<file path="src/rtl/backprop_controll_sequencer.sv">
// Turns forward-pass row completions into backprop_controll_bundle words, then runs one train handshake.
// Latency: store and start_train words are registered, 1 cycle after acceptance; done/cfg_error are 1-cycle registered pulses.
// Backpressure: row_ready is high only in STORE; optional abort port enabled by defining BACKPROP_SEQ_ABORT_EN.
module backprop_controll_sequencer #(
    parameter int max_layer_size         = 4,
    parameter int backprop_controll_size = 66
) (
    input  logic                              clk,
    input  logic                              rst_n,
`ifdef BACKPROP_SEQ_ABORT_EN
    input  logic                              abort,
`endif
    input  logic                              start,
    input  logic [31:0]                       num_layers,
    input  logic [31:0]                       num_rows,
    input  logic                              train_en,
    input  logic                              row_valid,
    output logic                              row_ready,
    input  logic                              active_train,
    output logic [backprop_controll_size-1:0] backprop_controll_bundle,
    output logic                              busy,
    output logic                              done,
    output logic                              cfg_error
);

    typedef enum logic [2:0] {
        S_IDLE,
        S_STORE,
        S_TRAIN,
        S_WAIT_HI,
        S_WAIT_LO
    } state_t;

    state_t                            r_state;
    state_t                            w_state_nxt;
    logic [backprop_controll_size-1:0] r_bundle;
    logic [backprop_controll_size-1:0] w_bundle_nxt;
    logic                              r_done;
    logic                              w_done_nxt;
    logic                              r_cfg_error;
    logic                              w_cfg_error_nxt;
    logic [31:0]                       r_layer;
    logic [31:0]                       w_layer_nxt;
    logic [31:0]                       r_row;
    logic [31:0]                       w_row_nxt;
    logic [31:0]                       r_num_layers;
    logic [31:0]                       r_num_rows;
    logic                              r_train_en;
    logic                              w_cfg_load;
    logic                              w_cfg_ok;
    logic                              w_accept;
    logic                              w_last_row;
    logic                              w_last_layer;

    assign w_cfg_ok     = (num_layers >= 32'd1) && (num_layers <= 32'(max_layer_size)) &&
                          (num_rows >= 32'd1);
    assign w_accept     = (r_state == S_STORE) && row_valid;
    assign w_last_row   = (r_row == r_num_rows - 32'd1);
    assign w_last_layer = (r_layer == r_num_layers - 32'd1);

    always_ff @(posedge clk or negedge rst_n) begin
        if (!rst_n) begin
            r_state <= S_IDLE;
        end else begin
            r_state <= w_state_nxt;
        end
    end

    always_comb begin
        w_state_nxt     = r_state;
        w_bundle_nxt    = '0;
        w_done_nxt      = 1'b0;
        w_cfg_error_nxt = 1'b0;
        w_layer_nxt     = r_layer;
        w_row_nxt       = r_row;
        w_cfg_load      = 1'b0;
        case (r_state)
            S_IDLE: begin
                if (start) begin
                    if (w_cfg_ok) begin
                        w_cfg_load  = 1'b1;
                        w_layer_nxt = '0;
                        w_row_nxt   = '0;
                        w_state_nxt = S_STORE;
                    end else begin
                        w_cfg_error_nxt = 1'b1;
                    end
                end
            end
            S_STORE: begin
                if (w_accept) begin
                    w_bundle_nxt = {1'b1, 1'b0, r_layer, r_row};
                    if (w_last_row && w_last_layer) begin
                        w_layer_nxt = '0;
                        w_row_nxt   = '0;
                        if (r_train_en) begin
                            w_state_nxt = S_TRAIN;
                        end else begin
                            w_state_nxt = S_IDLE;
                            w_done_nxt  = 1'b1;
                        end
                    end else if (w_last_row) begin
                        w_row_nxt   = '0;
                        w_layer_nxt = r_layer + 32'd1;
                    end else begin
                        w_row_nxt = r_row + 32'd1;
                    end
                end
            end
            S_TRAIN: begin
                w_bundle_nxt = {1'b0, 1'b1, r_num_layers - 32'd1, 32'd0};
                w_state_nxt  = S_WAIT_HI;
            end
            S_WAIT_HI: begin
                if (active_train) begin
                    w_state_nxt = S_WAIT_LO;
                end
            end
            S_WAIT_LO: begin
                if (!active_train) begin
                    w_state_nxt = S_IDLE;
                    w_done_nxt  = 1'b1;
                end
            end
            default: begin
                w_state_nxt = S_IDLE;
            end
        endcase
`ifdef BACKPROP_SEQ_ABORT_EN
        // Abort overrides whatever the current state decided above.
        if (abort && (r_state != S_IDLE)) begin
            w_state_nxt  = S_IDLE;
            w_bundle_nxt = '0;
            w_done_nxt   = 1'b0;
            w_layer_nxt  = '0;
            w_row_nxt    = '0;
        end
`endif
    end

    always_ff @(posedge clk or negedge rst_n) begin
        if (!rst_n) begin
            r_bundle     <= '0;
            r_done       <= 1'b0;
            r_cfg_error  <= 1'b0;
            r_layer      <= '0;
            r_row        <= '0;
            r_num_layers <= '0;
            r_num_rows   <= '0;
            r_train_en   <= 1'b0;
        end else begin
            r_bundle    <= w_bundle_nxt;
            r_done      <= w_done_nxt;
            r_cfg_error <= w_cfg_error_nxt;
            r_layer     <= w_layer_nxt;
            r_row       <= w_row_nxt;
            if (w_cfg_load) begin
                r_num_layers <= num_layers;
                r_num_rows   <= num_rows;
                r_train_en   <= train_en;
            end
        end
    end

    assign row_ready                = (r_state == S_STORE);
    assign busy                     = (r_state != S_IDLE);
    assign backprop_controll_bundle = r_bundle;
    assign done                     = r_done;
    assign cfg_error                = r_cfg_error;

endmodule

</file>
<file path="config.mk">
export PLATFORM = sky130hd
export DESIGN_NAME = backprop_controll_sequencer
export DESIGN_NICKNAME = d
export VERILOG_FILES = /design/src/rtl/backprop_controll_sequencer.sv
export SDC_FILE = /design/constraint.sdc
export NUM_CORES = 1
export LEC_CHECK = 0
export BUFFER_PORTS_ARGS = -buffer_cell sky130_fd_sc_hd__buf_2
export CORE_ASPECT_RATIO = 1.4
export CORE_MARGIN = 2
export CORE_UTILIZATION = 28
export CTS_CLUSTER_SIZE = 8
export DETAILED_ROUTE_END_ITERATION = 16
export PLACE_DENSITY = 0.49
export SKIP_CTS_REPAIR_TIMING = 1
export SYNTH_ARGS = -nofsm -noshare
export SYNTH_HDL_FRONTEND = slang
export SYNTH_SLANG_ARGS = --single-unit
</file>
<file path="constraint.sdc">
create_clock -name clk -period 5 [get_ports clk]
set_input_delay 0.5 -clock clk [delete_from_list [all_inputs] [get_ports clk]]
set_output_delay 0.5 -clock clk [all_outputs]
set_load 0.01 [all_outputs]
</file>
==> impl_metrics.json <==
{
  "die_h_um": 243,
  "slew_violations": 0,
  "ir_worst_vdd_mv": 0.205,
  "power.density_nw_per_um2": 266,
  "worst_pin_slew_ps": 1090,
  "cp.required_ps": 5320,
  "path_class": "reg2reg",
  "drc": 0,
  "ys_seq_area_share_pct": 43.9,
  "yosys_warnings": 0,
  "cap_violations": 0,
  "vias": 9356,
  "grt_pass1_vias": 9452,
  "grt_overflow": 0,
  "cts_buffer_depth": 2,
  "cts_root_buf": "clkbuf_16",
  "synth_area_um2": 11400,
  "drtPass1Iterations": 6,
  "endpoint_kind": "flop",
  "die_w_um": 175,
  "synth_edf_count": 0,
  "cp_cell_sequence": "inv_1, ha_1, nor4b_2, nand4_1, buf_4, or3_1, or4_1, xnor2_1, a2111oi_0, nand4_1, a21oi_2, buf_4, nor2_1",
  "slowest_stage": "a2111oi_0",
  "gp_congestion": 0.868,
  "skew_ps": 25.2,
  "status": "finished, final reports clean",
  "cts_made_buffers": 17,
  "synth.avg_cell_area_um2": 9.54,
  "syn-instance-count": 1195,
  "ys_seq_elements": 200,
  "final-hold-violation-count": 0,
  "core_region_area_um2": 40300,
  "grt_setup_unrepaired": "no",
  "layout-drive-gt1-share_pct": 20.9,
  "nets": 1361,
  "htreeDepth": 4,
  "synthFlopType": "dfrtp_1",
  "final_area_um2": 13200,
  "finalSetupTns_ps": 0,
  "grt_first_pass_wirelength_mm": 54.7,
  "cellLeakagePower_nw": 6.27,
  "synthArstFlopShare_pct": 100,
  "synth_nets": 1269,
  "dpl-instance-area_um2": 12600,
  "clkTransAtPathRegs_ps": 90,
  "port_buffers": 139,
  "cp.arrival_ps": 4530,
  "fin_crit_sh_pct": 84.2,
  "hold_path.class": "in2async",
  "worstPathMaxFanout": 27,
  "period_minus_slack_ps": 4210,
  "max_slew_margin_pct": 27.6,
  "post_drt_wl_per_cell_um": 18.8,
  "setup_viol": 0,
  "grt_max_degree": 114,
  "ys_types": 74,
  "rows": 87,
  "antenna_found_initial": 0,
  "grt_use_total_pct": 16.5,
  "diodes": 0,
  "insertion_delay_ps": 470,
  "antenna_left": 0,
  "area_growth_syn_to_layout_pct": 15.9,
  "wl_mm": 34.5,
  "start_util_pct": 28.3,
  "viasPerCell": 5.10,
  "max_freq_mhz": 238,
  "num_io_pins": 140,
  "cts_sinks": 200,
  "cpPeakStageDelay_ps": 570,
  "cts_tree": "done",
  "dpl.hpwl_mm": 25.1,
  "dieArea_um2": 42400,
  "start_kind": "flop",
  "drt_iter0_drc": 583
}
-- per-stage QoR --
step	instances	setup slack (ps)	hold slack (ps)	util (%)	power (mW)
4_1_cts	1834	828	200	32.8	3.56
6_report	1834	792	159	32.8	3.52
2_1_floorplan	1195	1380	204	-	1.89
3_5_place_dp	1802	885	542	31.3	2.07
5_1_grt	1834	528	241	32.8	3.66
3_3_place_gp	1802	867	538	31.3	2.07
-- synth_stat cells (4+ instances only) --
library cell / instances / area, µm²
a21oi_1: 16 / 80.1
or4_1: 15 / 113
nand3b_1: 10 / 75.1
or3_1: 20 / 125
a22o_1: 32 / 280
nand2_1: 103 / 387
a21o_1: 6 / 45.0
nor4_1: 36 / 225
xor2_1: 51 / 447
and2_1: 34 / 213
or3b_2: 4 / 35.0
o21ai_1: 7 / 35.0
a211oi_1: 5 / 37.5
buf_1: 7 / 26.3
nand3_1: 43 / 215
xnor2_1: 72 / 631
or2_2: 20 / 125
ha_1: 4 / 50.1
nor4b_1: 6 / 52.6
nand2b_1: 10 / 62.6
o22ai_1: 5 / 31.3
o211ai_1: 5 / 37.5
nand4_1: 28 / 175
o21ai_0: 66 / 330
clkbuf_1: 60 / 225
buf_2: 11 / 55.1
dfrtp_1: 200 / 5000
and4_1: 6 / 52.6
xnor3_1: 7 / 158
or4b_2: 4 / 40.0
a31oi_1: 8 / 50.1
nor3_1: 31 / 155
a311oi_1: 4 / 35.0
and3_1: 47 / 294
mux2_2: 37 / 417
nor2_1: 87 / 327
inv_1: 21 / 78.8
o31ai_1: 7 / 52.6
nor3b_1: 5 / 37.5
-- placed cells by master, fill, tap and decap left out, types with 12 or more instances in the layout --
| cell | n |
|---|---|
| nor3_1 | 31 |
| nand4_1 | 28 |
| and2_1 | 34 |
| nor2_1 | 87 |
| buf_2 | 138 |
| buf_4 | 12 |
| nor4_1 | 36 |
| a22o_1 | 32 |
| or3_1 | 20 |
| nand2_1 | 103 |
| clkbuf_16 | 17 |
| inv_1 | 21 |
| o21ai_0 | 66 |
| or2_2 | 20 |
| or4_1 | 15 |
| nand3_1 | 42 |
| and3_1 | 47 |
| mux2_2 | 37 |
| dfrtp_1 | 200 |
| a21oi_1 | 15 |
| xor2_1 | 51 |
| xnor2_1 | 72 |
-- layout make-up --
type | instances | area (µm²)
clock buffer | 18 | 439
multi-input combinational | 895 | 6030
clock inverter | 14 | 181
fill | 4216 | 27100
tap | 534 | 668
timing repair buffer | 152 | 815
inverter | 21 | 78.8
sequential | 200 | 5000
-- routing by layer --
layer / wire (µm) / share of wire [%] / track usage [%]
met5: 0 / 0 / 0
met4: 879 / 2.5 / 5.91
met3: 1040 / 3.0 / 2.37
met2: 18000 / 52 / 29.7
met1: 14600 / 42 / 19.9
-- kinds of logic (layout without fill, tap and decap cells) --
kind of cell / after synthesis / in the layout / share of synthesized area, %
AND/OR/NAND/NOR: 535 / 535 / 26.4
flip-flops: 200 / 200 / 43.9
adder cells (fa/ha/maj): 4 / 4 / 0.439
XOR/XNOR: 130 / 130 / 10.8
AO/OA/AOI/OAI: 187 / 187 / 11.1
multiplexers: 39 / 39 / 3.83
buffers and inverters: 100 / 205 / 3.48
-- critical path: cells and delay by family, from the launching register on --
kind | cells | cell delay, ps
compound gates | 2 | 850
xor+xnor | 1 | 170
fa+ha+maj | 1 | 220
buf+inv | 3 | 610
flops | 1 | 450
simple gates | 6 | 1750
-- flip-flops by register name, indices dropped and copies added, names as in the netlist --
name                      count
backprop_controll_bundle     66
cfg_error                     1
r_num_rows                   32
r_train_en                    1
r_state                       3
r_layer                      32
r_row                        32
r_num_layers                 32
done                          1
-- where the power goes --
| group | internal (mW) | switching [mW] | leakage [nW] | total (mW) |
|---|---|---|---|---|
| registers | 1.66 | 0.0674 | 2.77 | 1.72 |
| logic | 0.104 | 0.203 | 3.20 | 0.307 |
| clock network | 0.777 | 0.710 | 0.302 | 1.49 |
| total | 2.54 | 0.981 | 6.27 | 3.52 |
-- worst paths after layout --
check	from	to	slack [ps]	cells past startpoint
worst max-delay path	r_num_rows[0]$_DFFE_PN0P_	r_row[27]$_DFFE_PN0P_	790	13
worst min-delay path	rst_n	backprop_controll_bundle[12]$_DFF_PN0_	160	1
worst max register to register	r_num_rows[0]$_DFFE_PN0P_	r_row[27]$_DFFE_PN0P_	790	13
worst min register to register	r_train_en$_DFFE_PN0P_	done$_DFF_PN0_	560	1
max in group asynchronous	rst_n	r_num_layers[15]$_DFFE_PN0P_	3780	2
min in group clk	num_rows[10]	r_num_rows[10]$_DFFE_PN0P_	280	2
(Power assumes the default switching activity.)
